## src/rtl/clk_div_pkg.sv

```systemverilog
// Shared types and helpers for the multi-channel divided-clock scheduler.
// The request struct and half_up() are sized for the widest supported divisor.
package clk_div_pkg;

    localparam int CW_DEFAULT      = 32;
    localparam int DEF_DIV_DEFAULT = 4;
    localparam int HW              = 64;

    typedef struct packed {
        logic [7:0]    ch;
        logic [HW-1:0] div;
        logic          en;
    } cfg_req_t;

    // Low-phase length ceil(D/2); one extra bit keeps D = all-ones from wrapping.
    function automatic logic [HW:0] half_up(input logic [HW-1:0] d);
        return ({1'b0, d} + 65'd1) >> 1;
    endfunction

endpackage

```

## src/rtl/clk_div_chan.sv

```systemverilog
// One divider channel: period counter, active divisor, run flag and a one-deep
// pending slot whose contents are swapped in only on the channel's wrap edge.
module clk_div_chan
    import clk_div_pkg::*;
#(
    parameter int CW      = CW_DEFAULT,
    parameter int DEF_DIV = DEF_DIV_DEFAULT
) (
    input  logic          clk_in,
    input  logic          rst_n,
    input  logic          wr,
    input  logic [CW-1:0] wr_div,
    input  logic          wr_en,
    output logic          tick,
    output logic          clk_out,
    output logic          pend
);

    logic [CW-1:0] cnt, cnt_n, d_act, d_n, slot_div, slot_div_n;
    logic          en, en_n, pend_n, slot_en, slot_en_n, wrap;

    assign wrap = en && (cnt == d_act - CW'(1));

    always_comb begin
        // NOTE: every output of this block is defaulted first, so no path infers a latch.
        cnt_n      = cnt;
        d_n        = d_act;
        en_n       = en;
        pend_n     = pend;
        slot_div_n = slot_div;
        slot_en_n  = slot_en;
        if (!en) begin
            if (wr) begin
                d_n  = wr_div;
                en_n = wr_en;
            end
        end else begin
            cnt_n = wrap ? '0 : cnt + CW'(1);
            if (wrap && pend) begin
                d_n    = slot_div;
                en_n   = slot_en;
                pend_n = 1'b0;
            end
            // A write only reaches a running channel while pend is clear, so a
            // write on a wrap edge is parked for the following wrap.
            if (wr) begin
                slot_div_n = wr_div;
                slot_en_n  = wr_en;
                pend_n     = 1'b1;
            end
        end
        if (!en_n) cnt_n = '0;
    end

    always_ff @(posedge clk_in or negedge rst_n) begin
        if (!rst_n) begin
            cnt      <= '0;
            d_act    <= CW'(DEF_DIV);
            en       <= 1'b0;
            pend     <= 1'b0;
            slot_div <= '0;
            slot_en  <= 1'b0;
            tick     <= 1'b0;
            clk_out  <= 1'b0;
        end else begin
            // NOTE: state registers use non-blocking assignment so all channels
            // see the same pre-edge values regardless of evaluation order.
            cnt      <= cnt_n;
            d_act    <= d_n;
            en       <= en_n;
            pend     <= pend_n;
            slot_div <= slot_div_n;
            slot_en  <= slot_en_n;
            tick     <= wrap && en_n;
            clk_out  <= en_n && (65'(cnt_n) >= half_up(64'(d_n)));
        end
    end

endmodule

```

## src/rtl/clk_div_sched.sv

```systemverilog
// Multi-channel divided-clock scheduler: config decode, validity check,
// per-channel ready mux and the reject pulse around NCH clk_div_chan instances.
module clk_div_sched
    import clk_div_pkg::*;
#(
    parameter  int NCH     = 4,
    parameter  int CW      = CW_DEFAULT,
    parameter  int DEF_DIV = DEF_DIV_DEFAULT,
    localparam int CHW     = (NCH > 1) ? $clog2(NCH) : 1
) (
    input  logic           clk_in,
    input  logic           rst_n,
    input  logic           cfg_valid,
    output logic           cfg_ready,
    input  logic [CHW-1:0] cfg_ch,
    input  logic [CW-1:0]  cfg_div,
    input  logic           cfg_en,
    output logic           cfg_err,
    output logic [NCH-1:0] pend,
    output logic [NCH-1:0] tick,
    output logic [NCH-1:0] clk_out
);

    cfg_req_t req;
    logic     ch_bad, div_bad, sel_pend, xfer, accept;

    assign req     = '{ch: 8'(cfg_ch), div: 64'(cfg_div), en: cfg_en};
    assign ch_bad  = int'(req.ch) >= NCH;
    assign div_bad = req.en && (req.div == '0);

    always_comb begin
        sel_pend = 1'b0;
        for (int i = 0; i < NCH; i++)
            if (req.ch == 8'(i)) sel_pend = pend[i];
    end

    // Out-of-range channels are always ready so the reject can be reported.
    assign cfg_ready = !sel_pend || ch_bad;
    assign xfer      = cfg_valid && cfg_ready;
    assign accept    = xfer && !ch_bad && !div_bad;

    always_ff @(posedge clk_in or negedge rst_n) begin
        if (!rst_n) cfg_err <= 1'b0;
        else        cfg_err <= xfer && (ch_bad || div_bad);
    end

    for (genvar g = 0; g < NCH; g++) begin : g_chan
        clk_div_chan #(
            .CW      (CW),
            .DEF_DIV (DEF_DIV)
        ) u_chan (
            .clk_in  (clk_in),
            .rst_n   (rst_n),
            .wr      (accept && (req.ch == 8'(g))),
            .wr_div  (req.div[CW-1:0]),
            .wr_en   (req.en),
            .tick    (tick[g]),
            .clk_out (clk_out[g]),
            .pend    (pend[g])
        );
    end

endmodule

```

## config.mk

```make
export PLATFORM = sky130hd
export DESIGN_NAME = clk_div_sched
export DESIGN_NICKNAME = d
export VERILOG_FILES = /design/src/rtl/clk_div_pkg.sv /design/src/rtl/clk_div_chan.sv /design/src/rtl/clk_div_sched.sv
export SDC_FILE = /design/constraint.sdc
export NUM_CORES = 1
export LEC_CHECK = 0
export ABC_CLOCK_PERIOD_IN_PS = 8300
export CELL_PAD_IN_SITES_DETAIL_PLACEMENT = 0
export CELL_PAD_IN_SITES_GLOBAL_PLACEMENT = 2
export CORE_AREA = 4 4 274 276
export CTS_CLUSTER_SIZE = 10
export DETAILED_ROUTE_END_ITERATION = 8
export DIE_AREA = 0 0 278 280
export DONT_BUFFER_PORTS = 1
export GPL_TIMING_DRIVEN = 0
export PLACE_DENSITY_LB_ADDON = 0.1
export SKIP_LAST_GASP = 1
export SLEW_MARGIN = 20
export SYNTH_ARGS = -nofsm -noshare
export SYNTH_HDL_FRONTEND = slang
export SYNTH_SLANG_ARGS = --single-unit
```

## constraint.sdc

```tcl
create_clock -name clk_in -period 8.3 [get_ports clk_in]
set_input_delay 1.245 -clock clk_in [delete_from_list [all_inputs] [get_ports clk_in]]
set_output_delay 1.245 -clock clk_in [all_outputs]
set_load 0.01 [all_outputs]
```

==> metrics.txt <==
Placement Rows 99; Starting Density 41.6%; CTS Hold Bufs 0; placed cells ~4300; clock sink count roughly 400; nets roughly 3600; Skew-Pair Late Insertion Delay 610 ps; Initial DRC Count around 2000; Post-synth EDFFs 0; Top FF cell, synth dfrtp_1; Synth Instances between 3000 and 4000; PwrDens approximately 280 nW/µm²; Final Setup Violations 0; Synthesized Nets about 3600; Design Power 9.31 mW; Max VDD drop roughly 170 µV; DRC viols 0; critical path required time 8790 ps; R2R depth 30; crit share post-route 94.8%; Area Overhead vs Synth 10.3%; R2R Path Start g_chan[1].u_chan.d_act[7]$_DFF_PN0_; die height 280 µm; Mapped Area 30200 µm²; Placer Congestion roughly 0.9; via count of the first global-routing pass 26400; r2r endpoint g_chan[1].u_chan.clk_out$_DFF_PN0_; Fmax approximately 130 MHz; vias per cell around 6.0; Worst Setup Start Kind register; most common cell after layout, fill and taps aside dfrtp_1; Worst-Margin Slew ~1200 ps; Worst R2R Setup Slack 430 ps; Slowest-stage cell, CP or4_1; cell mode on critical path a21o_1; max-cap violation count 0; final slew viol count 0; Final Hold Viols 0; Post-Layout Cell Count ~4500; Die Area approximately 78000 µm²; Seq cells post-synth 405; Port Buffer Count 0; Die Wd 278 µm; critical path class reg2reg; CP max FO 10; clock skew roughly 23 ps; Core ar. about 73000 µm²; fin area 33300 µm²; TritonCTS Buffers just over 50; largest net degree at the start of global routing 406; WL/cell roughly 24 µm; critical path arrival about 8400 ps; synth warn 0; Fin Hold WS ~330 ps; synth unique cells 99; antenna-violating nets left 0; sequential area share after synthesis between 30% and 40%; Detailed Routing Iterations Pass 1 8; hpwl dp 82.8 mm; via count between 20000 and 30000; # IOs 52; Routed WL about 110 mm; Lkg Pwr roughly 14 nW; share of layout cells above drive strength 1 between 10% and 20%; first-pass GRT wire length 165 mm; CTS tree built; initial antenna violation count 8; Slowest Stage Delay on Critical Path ~550 ps; syn avg cell area slightly below 9 µm²; Worst setup EP type register; H-tree depth 2; Hold Crit Class in2async; CTS clock-pin slew for the worst setup and hold paths 60 ps; CTS max path bufs 3; RSZ-0062 raised after global routing yes; highest-count cells in the layout ignoring fill and taps dfrtp_1 (401), nor2_1 (323), nand2_1 (266), xnor2_1 (208), clkbuf_1 (185); GR Overflow Total 0; Root Buffer clkbuf_16; Min Clock Period, post-route around 8000 ps; Cell Area, Placed around 31000 µm²; slew margin rel. roughly 16%; total track usage 27.3%; asr flop ratio synth 100%; status finished, final reports clean
per-layer routing:
metal	global-route usage, %	up-vias	part of all wire, %
li1	-	12500	-
met1	37.4	13300	45
met2	45.0	784	46
met3	4.83	157	6.2
met4	6.85	8	2.5
met5	0	-	0.050
flip-flops by register name, indices dropped and copies added (netlist names):
signal and flops:
g_chan.u_chan.cnt 128, g_chan.u_chan.d_act 128, g_chan.u_chan.slot_div 128, g_chan.u_chan.clk_out 4, g_chan.u_chan.en 4, g_chan.u_chan.pend 4, g_chan.u_chan.slot_en 4, g_chan.u_chan.tick 4
cfg_err 1
worst max-delay path: cells and delay by family (launching register included):
kind | cells | cell delay, ps
AND/OR/NAND/NOR | 11 | 2990
AO/OA/AOI/OAI | 11 | 2040
buffers and inverters | 7 | 1860
flip-flops | 1 | 490
adder cells (fa/ha/maj) | 1 | 350
repair_timing:
action	CTS	global route
gates resized for setup	7	60
cloned	0	0
buffers inserted	0	9
endpoints found under the setup margin	4	4
pin swaps	1	4
per-stage QoR:
| step | util [%] | TNS [ps] | worst slack [ps] |
|---|---|---|---|
| after detailed placement | 43.3 | -3200 | -983 |
| after CTS | 45.5 | 0 | 0.995 |
| after global routing | 45.9 | -32.2 | -14.8 |
| final | 45.9 | 0 | 430 |
| after floorplan | - | 0 | 1280 |
| after global placement | 43.2 | -3330 | -1170 |
worst max path at each step:
stage                                    startpoint                                  to  slack, ps  cells past startpoint
2_1_floorplan                             cfg_ch[0]  g_chan[1].u_chan.clk_out$_DFF_PN0_       1280                     31
3_3_place_gp                              cfg_ch[0]  g_chan[2].u_chan.clk_out$_DFF_PN0_      -1170                     29
3_5_place_dp                              cfg_ch[0]  g_chan[2].u_chan.clk_out$_DFF_PN0_       -980                     29
4_1_cts        g_chan[1].u_chan.d_act[12]$_DFF_PN0_  g_chan[1].u_chan.clk_out$_DFF_PN0_          1                     31
5_1_grt         g_chan[1].u_chan.d_act[7]$_DFF_PN0_  g_chan[1].u_chan.clk_out$_DFF_PN0_        -10                     29
6_report        g_chan[1].u_chan.d_act[7]$_DFF_PN0_  g_chan[1].u_chan.clk_out$_DFF_PN0_        430                     30
cell type report:
class	instances	area, µm²
clock buffer	84	1510
clock inverter	8	90.1
inverter	99	372
fill	7158	39300
antenna	3	7.51
buffer	232	995
sequential	405	10100
multi-input combinational	2652	18900
tap	959	1200
timing repair buffer	9	67.6
logic make-up after synthesis:
logic type | share of synthesized area, %
and+or+nand+nor | 24.1
AOI/OAI and AO/OA | 12.6
DFF | 33.6
xor gates and xnor gates | 11.3
buffers and inverters | 4.44
muxes | 8.11
adders and majority gates | 5.80
cell usage after synthesis (13+ instances only):
library cell | count | area share (%)
and4_1 | 22 | 0.64
or3_1 | 30 | 0.62
buf_1 | 16 | 0.20
o211ai_1 | 19 | 0.47
o311a_1 | 14 | 0.46
nand4_1 | 102 | 2.1
and2_1 | 16 | 0.33
dfrtp_1 | 401 | 33
nand2b_1 | 45 | 0.93
xnor2_1 | 208 | 6.0
or2_2 | 14 | 0.29
a22oi_1 | 16 | 0.40
o21ai_0 | 78 | 1.3
o31ai_1 | 17 | 0.42
mux2i_1 | 61 | 2.0
a311oi_1 | 13 | 0.38
a211o_1 | 18 | 0.52
nand3b_1 | 21 | 0.52
a21o_1 | 45 | 1.1
ha_1 | 140 | 5.8
a31oi_1 | 43 | 0.89
buf_4 | 16 | 0.40
a211oi_1 | 17 | 0.42
and3_1 | 65 | 1.3
xor2_1 | 180 | 5.2
nor2b_1 | 38 | 0.79
nand3_1 | 144 | 2.4
clkbuf_1 | 178 | 2.2
buf_2 | 18 | 0.30
nor4b_1 | 15 | 0.44
nand2_1 | 268 | 3.3
nor3_1 | 81 | 1.3
o311ai_0 | 21 | 0.61
nor4_1 | 89 | 1.8
nor2_1 | 324 | 4.0
or4_1 | 53 | 1.3
mux2_2 | 161 | 6.0
inv_1 | 97 | 1.2
a21oi_1 | 85 | 1.4
power breakdown:
part / total [mW] / leakage [nW] / internal (mW) / switching (mW)
clock: 2.21 / 0.784 / 1.29 / 0.918
combinational: 4.02 / 7.86 / 1.56 / 2.46
sequential: 3.08 / 5.00 / 2.51 / 0.569
total: 9.31 / 13.6 / 5.36 / 3.95
Power figures use the tool's default switching activity.
